<file path="src/rtl/ce_gen_pkg.sv">
// ce_gen_pkg: mode encodings and FSM states shared by the ce pulse generator.
package ce_gen_pkg;
   localparam logic [1:0] MODE_CONT  = 2'd0;
   localparam logic [1:0] MODE_BURST = 2'd1;
   localparam logic [1:0] MODE_STEP  = 2'd2;
   localparam logic [1:0] MODE_TC    = 2'd3;
   typedef enum logic [1:0] {IDLE, RUN, DONE} state_t;
endpackage

</file>
<file path="src/rtl/ce_pulse_gen_rise_det.sv">
// rise_det: single-bit rising-edge detector; history clears to 0 on clr.
module rise_det (
   input  logic clk,
   input  logic clr,
   input  logic d,
   output logic rise
);
   logic q;
   always_ff @(posedge clk or posedge clr)
      if (clr) q <= 1'b0;
      else q <= d;
   assign rise = d && !q;
endmodule

</file>
<file path="src/rtl/ce_pulse_gen.sv">
// ce_pulse_gen: programmable-rate ce strobe for counter chains, with
// continuous, burst, single-step and run-to-terminal-count modes.
module ce_pulse_gen
   import ce_gen_pkg::*;
#(
   parameter int PW          = 16,
   parameter int PERIOD_INIT = 50000,
   parameter int BW          = 8
) (
   input  logic          clk,
   input  logic          clr,
   input  logic          en,
   input  logic [1:0]    mode,
   input  logic          period_ld,
   input  logic [PW-1:0] period_di,
   input  logic [BW-1:0] burst_n,
   input  logic          start,
   input  logic          stop,
   input  logic          step,
   input  logic          tc_in,
   output logic          ce_out,
   output logic          busy,
   output logic          done
);
   state_t state, state_n;
   logic [PW-1:0] period_q, div_q, pm1, div_nx;
   logic [BW-1:0] cnt, cnt_src;
   logic [1:0] run_mode, cur_mode;
   logic start_r, stop_r, step_r, go, abort, fire, step_fire, last;
   rise_det u_start (.clk(clk), .clr(clr), .d(start), .rise(start_r));
   rise_det u_stop  (.clk(clk), .clr(clr), .d(stop),  .rise(stop_r));
   rise_det u_step  (.clk(clk), .clr(clr), .d(step),  .rise(step_r));
   // ce is registered from the divider's next value so the first pulse lands
   // exactly P cycles after the start edge, and P=1 strobes every cycle.
   always_comb begin
      pm1 = (period_q == '0) ? '0 : period_q - 1'b1;
      div_nx = (div_q == pm1) ? '0 : div_q + 1'b1;
      go = en && state == IDLE && start_r && !stop_r && mode != MODE_STEP;
      abort = en && state == RUN && stop_r;
      step_fire = en && state == IDLE && mode == MODE_STEP && step_r;
      fire = en && ((go && pm1 == '0) ||
                    (state == RUN && !abort && !period_ld && div_nx == pm1));
      cur_mode = go ? mode : run_mode;
      cnt_src = go ? burst_n : cnt;
      last = fire && ((cur_mode == MODE_BURST && cnt_src == BW'(1)) ||
                      (cur_mode == MODE_TC && tc_in));
      state_n = !en ? state :
                state == DONE ? IDLE :
                last ? DONE :
                go ? RUN :
                abort ? IDLE : state;
   end
   always_ff @(posedge clk or posedge clr)
      if (clr) begin
         state <= IDLE;
         ce_out <= 1'b0;
         busy <= 1'b0;
         done <= 1'b0;
         div_q <= '0;
         cnt <= '0;
         period_q <= PW'(PERIOD_INIT);
         run_mode <= MODE_CONT;
      end else begin
         state <= state_n;
         busy <= state_n == RUN;
         done <= en && state == DONE;
         ce_out <= fire || step_fire;
         if (period_ld) period_q <= period_di;
         if (go) begin
            div_q <= '0;
            run_mode <= mode;
         end else if (period_ld && state == RUN) div_q <= '0;
         else if (en && state == RUN) div_q <= div_nx;
         // a burst count of 0 wraps through 2^BW before reaching the last pulse
         if (go || fire) cnt <= cnt_src - BW'(fire);
      end
endmodule

</file>
<file path="config.mk">
export PLATFORM = sky130hd
export DESIGN_NAME = ce_pulse_gen
export DESIGN_NICKNAME = d
export VERILOG_FILES = /design/src/rtl/ce_gen_pkg.sv /design/src/rtl/ce_pulse_gen_rise_det.sv /design/src/rtl/ce_pulse_gen.sv
export SDC_FILE = /design/constraint.sdc
export NUM_CORES = 1
export LEC_CHECK = 0
export BUFFER_PORTS_ARGS = -buffer_cell sky130_fd_sc_hd__buf_2
export CORE_MARGIN = 2
export CORE_UTILIZATION = 30
export CTS_BUF_LIST = sky130_fd_sc_hd__clkbuf_8 sky130_fd_sc_hd__clkbuf_16
export DETAILED_ROUTE_END_ITERATION = 12
export SLEW_MARGIN = 20
export SYNTH_ARGS = -nofsm -noshare
export SYNTH_HDL_FRONTEND = slang
export SYNTH_SLANG_ARGS = --single-unit
</file>
<file path="constraint.sdc">
create_clock -name clk -period 4.64 [get_ports clk]
set_input_delay 0.232 -clock clk [delete_from_list [all_inputs] [get_ports clk]]
set_output_delay 0.232 -clock clk [all_outputs]
set_load 0.005 [all_outputs]
</file>
* Yosys cells after proc, flatten, opt, wreduce, memory -nomap -nowiden
Index checks and enable logic that the tools add are counted.
** Word-level totals
- Flip-flop bits (word level) :: 50
- Input port bits :: 34
- Output and inout bits :: 3
- Logic and storage cells :: 71
** Operators by class
- Add/subtract/negate cells :: 3
- Equality and inequality tests :: 10
- Mux-type cells :: 12
- Reduce and logical (&&, ||, !) cells :: 35
** Operator list (count)
- 16-bit 2-to-1 mux :: 5
- 16-bit == test :: 2
- 16-bit logical NOT :: 2
- 1-bit logical AND :: 21
- 16-bit by 1-bit adder with 16-bit output, second input constant :: 1
- 16-bit by 1-bit subtractor with 16-bit output, second input constant :: 1
- 2-bit 2-to-1 mux :: 6
- 8-bit by 1-bit == test with 1-bit output, second input constant :: 1
- 8-bit 2-to-1 mux :: 1
- 8-bit by 1-bit subtractor with 8-bit output :: 1
- 2-bit by 1-bit == test with 1-bit output, second input constant :: 3
- 2-bit == test, second input constant :: 3
- 1-bit logical NOT :: 6
- 1-bit logical OR :: 4
- 3-bit nonzero test :: 1
- 2-bit logical NOT :: 1
- 2-bit inequality test, second input constant :: 1

* Logic depth before layout (Yosys ltp)
Gate-level depths: netlist of run 1.
- Depth in word-level cells :: 14
- Depth in mapped cells :: 21
- Mapped depth without buffers :: 18

* By module
Synthesis of run 1 repeated with hierarchy kept, for this count alone.
** Second synthesis, totals
- Cell total of the unflattened synthesis :: 535
- Area total of the unflattened synthesis :: 4330.4 µm²
** By module, submodules not included
- ce_pulse_gen :: instances 1, cells an instance 526, area each 4202.8 µm², sequential area each 1183.6 µm²
- rise_det :: instances 3, cells an instance 3, area each 42.5 µm², sequential area each 25.0 µm²

* Least setup slack after synthesis of run 1
Ideal clock, no wire load.
- Path type :: flip-flop to flip-flop
- Start point :: register period_q[0]
- End point :: register cnt[4]
- Library setup time :: 0.088 ns
- Data arrival time :: 4.765 ns
- Data required time :: 4.552 ns
- Slack :: -0.213 ns
- Cell stages (with the launch flop) :: 22
- Buffers on the path :: 3
- Period minus slack after synthesis :: 4.853 ns
- Cell sequence :: dfrtp_1 -> clkbuf_1 -> inv_1 -> ha_1 -> buf_2 -> nor3b_1 -> xnor2_1 -> nand3_1 -> a211o_1 -> a32o_1 -> or4_1 -> buf_4 -> a21o_1 -> o2bb2ai_2 -> o41ai_4 -> and2_1 -> ha_1 -> ha_1 -> nor3b_1 -> xor2_1 -> o22ai_1 -> nor3b_1
** Between the ends
- Word-level cells in the longest chain between the ends :: 9
- Elaborated cells on any way between the ends :: 13
- Classes of those cells :: 2 x add/sub; 2 x eq/ne; 2 x mux; 7 x reduce/logical
** RTL lines
- start, declared :: RTL line ce_pulse_gen.sv:26 : logic [PW-1:0] period_q, div_q, pm1, div_nx;
- start signal, assigned :: RTL line ce_pulse_gen.sv:61 : period_q <= PW'(PERIOD_INIT);
- start signal, assigned :: RTL line ce_pulse_gen.sv:68 : if (period_ld) period_q <= period_di;
- 16-bit by 1-bit subtractor with 16-bit output or 16-bit logical NOT (tied branches) :: RTL line ce_pulse_gen.sv:36 : pm1 = (period_q == '0) ? '0 : period_q - 1'b1;
- 16-bit 2-to-1 mux (*) :: RTL line ce_pulse_gen.sv:36
- 16-bit == test :: RTL line ce_pulse_gen.sv:37 : div_nx = (div_q == pm1) ? '0 : div_q + 1'b1;
- 16-bit 2-to-1 mux :: RTL line ce_pulse_gen.sv:37
- 16-bit == test :: RTL line ce_pulse_gen.sv:42 : (state == RUN && !abort && !period_ld && div_nx == pm1));
- 1-bit logical AND :: RTL line ce_pulse_gen.sv:42
- 1-bit logical OR (*) :: RTL line ce_pulse_gen.sv:41 : fire = en && ((go && pm1 == '0) ||
- 1-bit logical AND (*) :: RTL line ce_pulse_gen.sv:41
- 8-bit by 1-bit subtractor with 8-bit output or 1-bit logical OR (tied branches) :: RTL line ce_pulse_gen.sv:75 : if (go || fire) cnt <= cnt_src - BW'(fire);
- end signal, assigned :: RTL line ce_pulse_gen.sv:75
- end, declared :: RTL line ce_pulse_gen.sv:27 : logic [BW-1:0] cnt, cnt_src;
Every way passes the cells marked *; elsewhere a longest branch is shown, timed or not.
A chain may end at the register's enable or synchronous reset.

* Worst setup path in the final report of run 1
- Start point :: register period_q[3]
- End point :: register cnt[4]
Same word-level chain as after synthesis.

==> metrics.txt, run 1 <==
outcome=completed; clock skew=~0.0047 ns; I/O Pins=37; worst hold path class=in -> reg; Setup crit end kind=register; Seq cells post-synth=50; share of layout cells above drive strength 1=31.5%; final hold vios=0; register area share after synthesis=31.2%; Net Sw Power=0.412 mW; pwr/cell area=approximately 240 mW/mm^2; xor/xnor share of the synthesized area=8.46%; sequential share of power=41.3%; reg-to-reg startpoint=period_q[3]$_DFFE_PP0P_; Mapped Cells=479; number of global-route vias before repair=3832; DR WL/cell=roughly 16 um; top cell type's share of synthesized area=27.3%; syn_nets=~520; R2R Path End=cnt[4]$_DFFE_PP0P_; Max Cap Violations=0; internal power=0.840 mW; Max VDD drop=159 uV; Worst EP required=4.85 ns; CTS tree=yes; Unique masters post-synth=68; critical path type=reg -> reg; most frequent cells in the layout=58 x buf_4, 48 x nand2_1, 43 x dfrtp_1; crit path DAT=4.73 ns; Core ar.=0.0132 mm^2; CP startpoint kind=register; critical-path cell list=or4_4 -> or2_1 -> xnor2_1 -> o2111ai_1 -> a32o_2 -> or4_4 -> buf_6 -> a21o_1 -> o2bb2ai_2 -> o41ai_4 -> and2_4 -> ha_4 -> ha_4 -> nor3b_4 -> xor2_1 -> o22ai_1 -> nor3b_1; # setup viols final=0; routability congestion estimate from global placement=slightly below 1; Worst-path clk slew=0.07 ns; iteration count of the initial detailed-routing pass=6; final worst path period share=97.4%; area added between synthesis and finish=26.9%; synth top area cells=dfrtp_1 27%, nand2_1 4.6%, o21ai_0 4.3%, xor2_1 4.3%, xnor2_1 4.1%; Hold Path Origin=stop; initial core utilization=30.6%; std cell rows=42; Setup crit end=cnt[4]$_DFFE_PP0P_; DIE HEIGHT=120 um; die outline area=roughly 0.014 mm^2; mux contribution to synthesized area=7.16%; fraction of the mapped netlist area in simple logic gates=between 20% and 30%; YS warnings=0; Worst-Skew Late Latency=0.30 ns; Starting DRT DRC Count=214; Final ANT Viol Nets=0; vias per cell=around 5.5; clock power share=approximately 30%; crit-path max FO=5; cells on worst reg2reg path=17; Ant. Diodes=0; Post-Synth Adder-Cell Area=~1.2%; GRT overflow=0; clk buf depth=2; syn_area_per_cell=between 8 and 9 um^2; TritonCTS Sinks=50; Final nets=587; Util after Layout=between 30 and 40%; Max Freq=221 MHz; dpl cells=705; EDFF count, synth=0; ys async rst share=100%; Final Cell Area=0.00512 mm^2; Synth Flop Type=dfrtp_1; Sw Share=32.9%; Die X-Extent=120 um; via count=3969; RSZ-0062 raised after global routing=yes; slew margin rel.=approximately 42%; CP startpoint=period_q[3]$_DFFE_PP0P_; cell taking the most area after synthesis=dfrtp_1; logic gate share of total power=between 20% and 30%; port bufs=36; hold buffers post-CTS=0; first-pass GRT wire length=a little under 20000 um; slowest cell delay on critical path=about 0.59 ns; largest family of logic cells by synthesized area=simple AND/OR/NAND/NOR gates; hpwl dp=9030 um; pin count of the biggest net entering global routing=51; clk root buf=clkbuf_16; Worst Tran Pin Value=roughly 0.87 ns; slowest stage cell, crit path=or4_4; final WL=11800 um; Slew Viols, Final=0; Layout Cells excl Fill=726; Period minus WS final=4.52 ns; Pleak=2.16 nW; Total GRT Usage=16.6%; Mapped Area=0.00404 mm^2; Inserted Clock Buffers=5; reg2reg setup slack=roughly 0.12 ns; antenna violations before repair=0; hold slack final=0.0514 ns; number of fill cells=1327; most common cell after layout, fill and taps aside=buf_4; DP Area=0.00464 mm^2; Max H-tree Level=2; total power=1.25 mW; DRC Markers=0; Compound-Gate Fraction of Synth Area=17.6%
## cell families after synthesis
| group | after synthesis |
|---|---|
| multiplexers | 27 |
| AND/OR/NAND/NOR | 210 |
| AO/OA/AOI/OAI | 102 |
| adder cells (fa/ha/maj) | 4 |
| flip-flops | 50 |
| XOR/XNOR | 39 |
| buffers and inverters | 47 |
## Yosys cell counts, drive strengths merged (3+ instances only)
master and instances:
xnor2 19, mux2i 12, mux2 15, a31oi 4, or3 5, a221oi 4
a32o 3, nor3b 10, nor2b 4, o41ai 4, nand4 16, nand2 49
dfstp 6, inv 14, a21o 3, o31ai 5, and3 12, a211oi 4
nand3 18, and2 9, nor3 18, a21oi 16, nand3b 3, or4 6
nand4b 4, clkbuf 25, o21ai 36, dfrtp 44, nor4 12, buf 8
nor2 34, ha 4, o2111ai 4, or2 4, xor2 20
## final cells by class
cell class | count | area, um^2 | area share, %
sequential | 50 | 1260 | 24.6
clock buffer | 5 | 125 | 2.44
tap | 176 | 220 | 4.30
multi-input combinational | 382 | 2800 | 54.7
clock inverter | 3 | 25.0 | 0.489
inverter | 14 | 53.8 | 1.05
timing repair buffer | 96 | 638 | 12.5
## power groups by stage
stage / logic, mW / clock network, mW / registers (mW)
6_report: 0.357 / 0.378 / 0.517
2_1_floorplan: 0.219 / 0 / 0.507
3_3_place_gp: 0.314 / 0 / 0.520
4_1_cts: 0.320 / 0.388 / 0.515
3_5_place_dp: 0.318 / 0 / 0.523
5_1_grt: 0.394 / 0.408 / 0.523
## registers in the layout, summed over array words and instances (netlist names)
register	cells
u_step.q	1
state	2
done	1
run_mode	2
cnt	8
u_stop.q	1
period_q	16
busy	1
u_start.q	1
div_q	16
ce_out	1
## routing by layer
layer | global-route usage, % | wire length [um] | vias to the layer above
met5 | 0 | 0 | -
met4 | 4.63 | 238 | 0
met3 | 2.66 | 543 | 18
met2 | 28.2 | 5730 | 116
met1 | 21.7 | 5270 | 1924
li1 | - | - | 1911
## worst max-delay path, delay by kind of cell (launching register included)
kind / cells / cell delay, ns
xor+xnor: 2 / 0.32
buf+inv: 1 / 0.15
flops: 1 / 0.43
compound gates: 6 / 1.23
simple gates: 6 / 2.02
fa+ha+maj: 2 / 0.28
## worst min path at each step
stage	end	slack (ns)	cells after the start
6_report	u_stop.q$_DFF_PP0_	0.05	1
3_3_place_gp	u_stop.q$_DFF_PP0_	0.36	1
2_1_floorplan	u_start.q$_DFF_PP0_	0.26	0
5_1_grt	u_stop.q$_DFF_PP0_	0.04	1
3_5_place_dp	u_stop.q$_DFF_PP0_	0.36	1
4_1_cts	u_stop.q$_DFF_PP0_	0.04	1
## through the flow
step                      TNS (ns)  worst slack, ns
after floorplan                  0           0.0119
after global placement           0           0.0943
after detailed placement   -0.0801          -0.0509
after CTS                        0           0.0116
after global routing        -0.202          -0.0761
final                            0            0.118
## timing repair
action	CTS	global route
setup endpoints to repair	3	6
gates resized for setup	2	45
buffers inserted	0	13
pin swaps	1	16
(Power assumes the default switching activity.)
==> inputs of run 2 (changes only) <==
==> constraint.sdc (replaced) <==
create_clock -name clk -period 4.64 [get_ports clk]
set_input_delay 0.464 -clock clk [delete_from_list [all_inputs] [get_ports clk]]
set_output_delay 0.464 -clock clk [all_outputs]
set_load 0.005 [all_outputs]
==> metrics.txt, run 2 (synthesized netlist as in run 1, its figures left out) <==
die outline area=0.0144 mm^2 (unchanged); Total GRT Usage=16.6% (+0.059 points); worst hold path class=in -> reg; routability congestion estimate from global placement=0.979 (+0.32%); Largest regs=div_q x16, period_q x16, cnt x8; clk buf depth=2 (unchanged); clk root buf=clkbuf_16; crit path DAT=4.82 ns (+0.09 ns); DR WL/cell=16.5 um (+1.7%); outcome=completed; post-place setup slack=-0.00906 ns (+0.0419 ns); Worst EP required=4.86 ns (about the same); Final nets=587 (unchanged); Slew Viols, Final=0 (unchanged); Pleak=2.15 nW (-0.43%); final hold vios=0 (unchanged); Period minus WS final=4.60 ns (+0.0779 ns); Die X-Extent=120 um (unchanged); Max Freq=217 MHz (-1.7%); Starting DRT DRC Count=251 (+17%); Inserted Clock Buffers=5 (unchanged); hold buffers post-CTS=0 (unchanged); RSZ-0062 raised after global routing=yes; total power=1.30 mW (+3.6%); CTS tree=yes; antenna violations before repair=0 (unchanged); number of global-route vias before repair=3812 (-0.52%); post-route setup slack=0.0406 ns (-0.0779 ns); via count=3985 (+0.40%); slew margin rel.=40.6% (-1.4 points); Max Cap Violations=0 (unchanged); final worst path period share=99.1% (+1.7 points); Max VDD drop=154 uV (-3.3%); vias per cell=5.49 (+0.40%); critical path type=reg -> reg; area added between synthesis and finish=25.9%; most common cell after layout, fill and taps aside=buf_4; Util after Layout=38.5% (-0.30 points); Max H-tree Level=2 (unchanged); iteration count of the initial detailed-routing pass=5 (-1); Worst Tran Pin Value=0.890 ns (+0.0216 ns); most frequent cells in the layout=58 x buf_4, 49 x nand2_1, 42 x dfrtp_1; I/O Pins=37 (unchanged); first-pass GRT wire length=19200 um (-0.14%); TNS Setup=0 ns (unchanged); clock skew=0.00557 ns (+0.000831 ns); CP startpoint kind=register; Ant. Diodes=0 (unchanged); GRT overflow=0 (unchanged); final WL=12000 um (+1.7%); port bufs=36 (unchanged); hpwl dp=8950 um (-0.78%); std cell rows=42 (unchanged); initial core utilization=30.6% (unchanged); TritonCTS Sinks=50 (unchanged); Setup crit end kind=register; crit-path max FO=6 (+1); Core ar.=0.0132 mm^2 (unchanged); Worst-Skew Late Latency=0.30 ns (about the same); pin count of the biggest net entering global routing=51 (unchanged); # setup viols final=0 (unchanged); pwr/cell area=255 mW/mm^2 (+4.4%); Worst-path clk slew=0.07 ns (about the same); Final ANT Viol Nets=0 (unchanged); DIE HEIGHT=120 um (unchanged); share of layout cells above drive strength 1=29.3% (-2.2 points); DRC Markers=0 (unchanged)
## run 2: final timing paths
| check | start | end | slack [ns] | cells past startpoint |
|---|---|---|---|---|
| setup / recovery | period_q[2]$_DFFE_PP0P_ | cnt[4]$_DFFE_PP0P_ | 0.04 | 18 |
| hold / removal | stop | u_stop.q$_DFF_PP0_ | 0.28 | 1 |
| setup reg to reg | period_q[2]$_DFFE_PP0P_ | cnt[4]$_DFFE_PP0P_ | 0.04 | 18 |
| hold reg to reg | run_mode[0]$_DFF_PP0_ | run_mode[0]$_DFF_PP0_ | 0.48 | 2 |
| max in group asynchronous | clr | period_q[3]$_DFFE_PP0P_ | 3.75 | 2 |
| min in group asynchronous | clr | u_stop.q$_DFF_PP0_ | 0.32 | 2 |
## run 2: stage by stage
stage,hold WS [ns],area (um^2),cells
3_3_place_gp,0.459,4650,706
2_1_floorplan,0.440,4050,479
5_1_grt,0.274,5080,726
3_5_place_dp,0.476,4650,706
6_report,0.283,5080,726
4_1_cts,0.280,4830,714
## run 2: area by class of cell
| class | instances | area [um^2] |
|---|---|---|
| well taps | 176 | 220 |
| clock inverters | 3 | 45.0 |
| multi-input cells | 382 | 2740 |
| clock buffers | 5 | 125 |
| fillers | 1311 | 8110 |
| repair buffers | 96 | 638 |
| flip-flops and latches | 50 | 1260 |
| inverters | 14 | 53.8 |
## run 2: critical path, stage by stage, from the launching register on
cell	delay [ns]
dfrtp_2	0.44
nor4_4	0.29
buf_4	0.16
nand3_1	0.09
xor2_1	0.18
or4_1	0.47
a32o_2	0.28
or4_4	0.58
buf_6	0.15
a21o_1	0.19
o2bb2ai_4	0.16
o41ai_4	0.35
and2_4	0.21
ha_4	0.15
ha_4	0.14
nor3b_4	0.20
xor2_1	0.16
o22ai_1	0.12
nor3b_2	0.18
## run 2: per-layer routing
layer | track usage, % | routed length, um | vias up
met1 | 22.7 | 5470 | 1926
met4 | 6.10 | 329 | 0
met2 | 26.9 | 5680 | 123
met5 | 0 | 0 | -
li1 | - | - | 1908
met3 | 2.19 | 496 | 28
## run 2: power breakdown
group	total (mW)	leakage (nW)	internal (mW)	switching [mW]
logic	0.350	1.46	0.156	0.194
clock network	0.431	0.0760	0.255	0.176
registers	0.517	0.620	0.475	0.0414
## run 2: what timing repair did
item | 4_1_cts | 5_1_grt
resized for setup | 2 | 33
endpoints found under the setup margin | 3 | 6
cloned | 0 | 0
pin swaps | 1 | 11
setup buffers | 0 | 12
==> inputs of run 3 (changes only) <==
--- a/config.mk
+++ b/config.mk
@@ -10,6 +10,8 @@
 export CORE_UTILIZATION = 30
 export CTS_BUF_LIST = sky130_fd_sc_hd__clkbuf_8 sky130_fd_sc_hd__clkbuf_16
 export DETAILED_ROUTE_END_ITERATION = 12
+export REMOVE_ABC_BUFFERS = 1
+export SETUP_SLACK_MARGIN = 0.1
 export SLEW_MARGIN = 20
 export SYNTH_ARGS = -nofsm -noshare
 export SYNTH_HDL_FRONTEND = slang
==> metrics.txt, run 3 (synthesized netlist as in run 1, its figures left out) <==
outcome=completed; CTS tree=yes; hold buffers post-CTS=0 (unchanged); DR WL/cell=16.2 um (-1.6%); number of global-route vias before repair=3912 (+2.6%); CP startpoint kind=register; die outline area=0.0144 mm^2 (unchanged); Worst Tran Pin Value=0.882 ns (-0.00736 ns); Core ar.=0.0132 mm^2 (unchanged); reg2reg setup slack=0.15 ns (+0.11 ns); TNS Setup=0 ns (unchanged); CP startpoint=period_q[3]$_DFFE_PP0P_; R2R Path End=cnt[4]$_DFFE_PP0P_; cells on worst reg2reg path=18 (unchanged); via count=4019 (+0.85%); Setup crit end kind=register; multi-input combinational cell area=0.00273 mm^2 (-0.18%); DRC Markers=0 (unchanged); Total GRT Usage=16.7% (about the same); Starting DRT DRC Count=244 (-2.8%); # setup viols final=0 (unchanged); final hold vios=0 (unchanged); Worst-Skew Late Latency=0.30 ns (about the same); Inserted Clock Buffers=5 (unchanged); total power=1.31 mW (+1.2%); first-pass GRT wire length=19400 um (+1.2%); clk buf depth=2 (unchanged); routability congestion estimate from global placement=0.971 (-0.82%); area added between synthesis and finish=26.9%; crit-path max FO=8 (+2); most frequent cells in the layout=63 x buf_4, 49 x nand2_1, 43 x dfrtp_1; critical path type=reg -> reg; GRT overflow=0 (unchanged); slew margin rel.=41.1% (+0.49 points); I/O Pins=37 (unchanged); pin count of the biggest net entering global routing=51 (unchanged); Max Freq=223 MHz (+2.4%); antenna violations before repair=0 (unchanged); number of fill cells=1298 (-0.99%); Max H-tree Level=2 (unchanged); Max Cap Violations=0 (unchanged); share of layout cells above drive strength 1=30.4% (+1.1 points); initial core utilization=30.6% (unchanged); iteration count of the initial detailed-routing pass=5 (unchanged); Pleak=2.19 nW (+1.6%); Max VDD drop=167 uV (+8.2%); vias per cell=5.49 (about the same); port bufs=36 (unchanged); Ant. Diodes=0 (unchanged); sequential cell area=0.00126 mm^2 (about the same); Die X-Extent=120 um (unchanged); TritonCTS Sinks=50 (unchanged); DIE HEIGHT=120 um (unchanged); Slew Viols, Final=0 (unchanged); worst hold path class=in -> reg; Largest regs=div_q x16, period_q x16, cnt x8; final WL=11900 um (-0.79%); Period minus WS final=4.49 ns (-0.109 ns); crit path DAT=4.70 ns (-0.12 ns); Setup crit end=cnt[4]$_DFFE_PP0P_; clk root buf=clkbuf_16; std cell rows=42 (unchanged); reg-to-reg startpoint=period_q[3]$_DFFE_PP0P_; Worst EP required=4.85 ns (about the same); most common cell after layout, fill and taps aside=buf_4; hpwl dp=8810 um (-1.6%); clock skew=0.00481 ns (-0.000762 ns); RSZ-0062 raised after global routing=yes; Final ANT Viol Nets=0 (unchanged); Worst-path clk slew=0.07 ns (about the same); Final nets=593 (+1.0%); pwr/cell area=256 mW/mm^2 (+0.38%); final worst path period share=96.8% (-2.3 points)
run 3: cell count changes in the layout (fill, tap and decap cells not counted), moves of 2 or more:
cell	delta
buf_4	+5
nor3_1	-2
nor3b_2	+2
o2bb2ai_2	+2
nor2_4	-2
nor2_2	+2
nor3_2	+2
nor3b_1	-2
run 3: timing repair:
item	CTS	global route
buffers inserted	7	10
setup endpoints to repair	5	6
gates cloned	0	0
gates resized for setup	9	27
pin swaps	8	15
run 3: report_power, final:
group          leakage, nW  switching, mW  internal [mW]
clock               0.0760          0.177          0.255
combinational         1.49          0.201          0.166
sequential           0.621         0.0383          0.475
run 3: worst max-delay path, stage by stage, from the launching register on:
cell       delay, ns
dfrtp_2         0.43
nor4_4          0.31
buf_6           0.17
buf_6           0.13
nand4_1         0.17
xnor2_2         0.27
mux2i_1         0.21
nand4_1         0.17
or4_4           0.64
a22o_1          0.24
o2bb2ai_2       0.14
o41ai_4         0.35
and2_4          0.21
ha_4            0.14
ha_4            0.14
nor3b_4         0.18
xor2_1          0.18
o22ai_1         0.10
nor3b_1         0.22
run 3: layer usage:
metal | global-route usage, % | wire [um] | vias to the layer above
met1 | 22.6 | 5330 | 1945
met3 | 2.76 | 629 | 25
met2 | 25.5 | 5610 | 130
met4 | 8.31 | 314 | 0
met5 | 0 | 0 | -
li1 | - | - | 1919
run 3: metrics by stage:
stage               cell area, um^2  setup WS (ns)  cells  util (%)  hold slack [ns]
floorplan                      3880         -0.256    446         -            0.440
global route                   5120        -0.0268    732      38.9            0.278
global placement               4650      -0.000693    707      35.3            0.459
CTS                            4910          0.102    722      37.3            0.275
finish                         5120          0.149    732      38.9            0.277
detailed placement             4650         -0.191    707      35.3            0.466
run 3: layout make-up:
| class | instances | share of cell area [%] |
|---|---|---|
| timing repair buffer | 102 | 13.4 |
| clock inverter | 3 | 0.879 |
| multi-input combinational | 382 | 53.3 |
| tap | 176 | 4.30 |
| inverter | 14 | 1.05 |
| sequential | 50 | 24.6 |
| clock buffer | 5 | 2.44 |
run 3: worst min path at each step:
stage,from,to,depth (start not counted)
CTS,stop,u_stop.q$_DFF_PP0_,1
global route,stop,u_stop.q$_DFF_PP0_,1
finish,stop,u_stop.q$_DFF_PP0_,1
floorplan,run_mode[0]$_DFF_PP0_,run_mode[0]$_DFF_PP0_,2
detailed placement,run_mode[0]$_DFF_PP0_,run_mode[0]$_DFF_PP0_,2
global placement,run_mode[0]$_DFF_PP0_,run_mode[0]$_DFF_PP0_,2
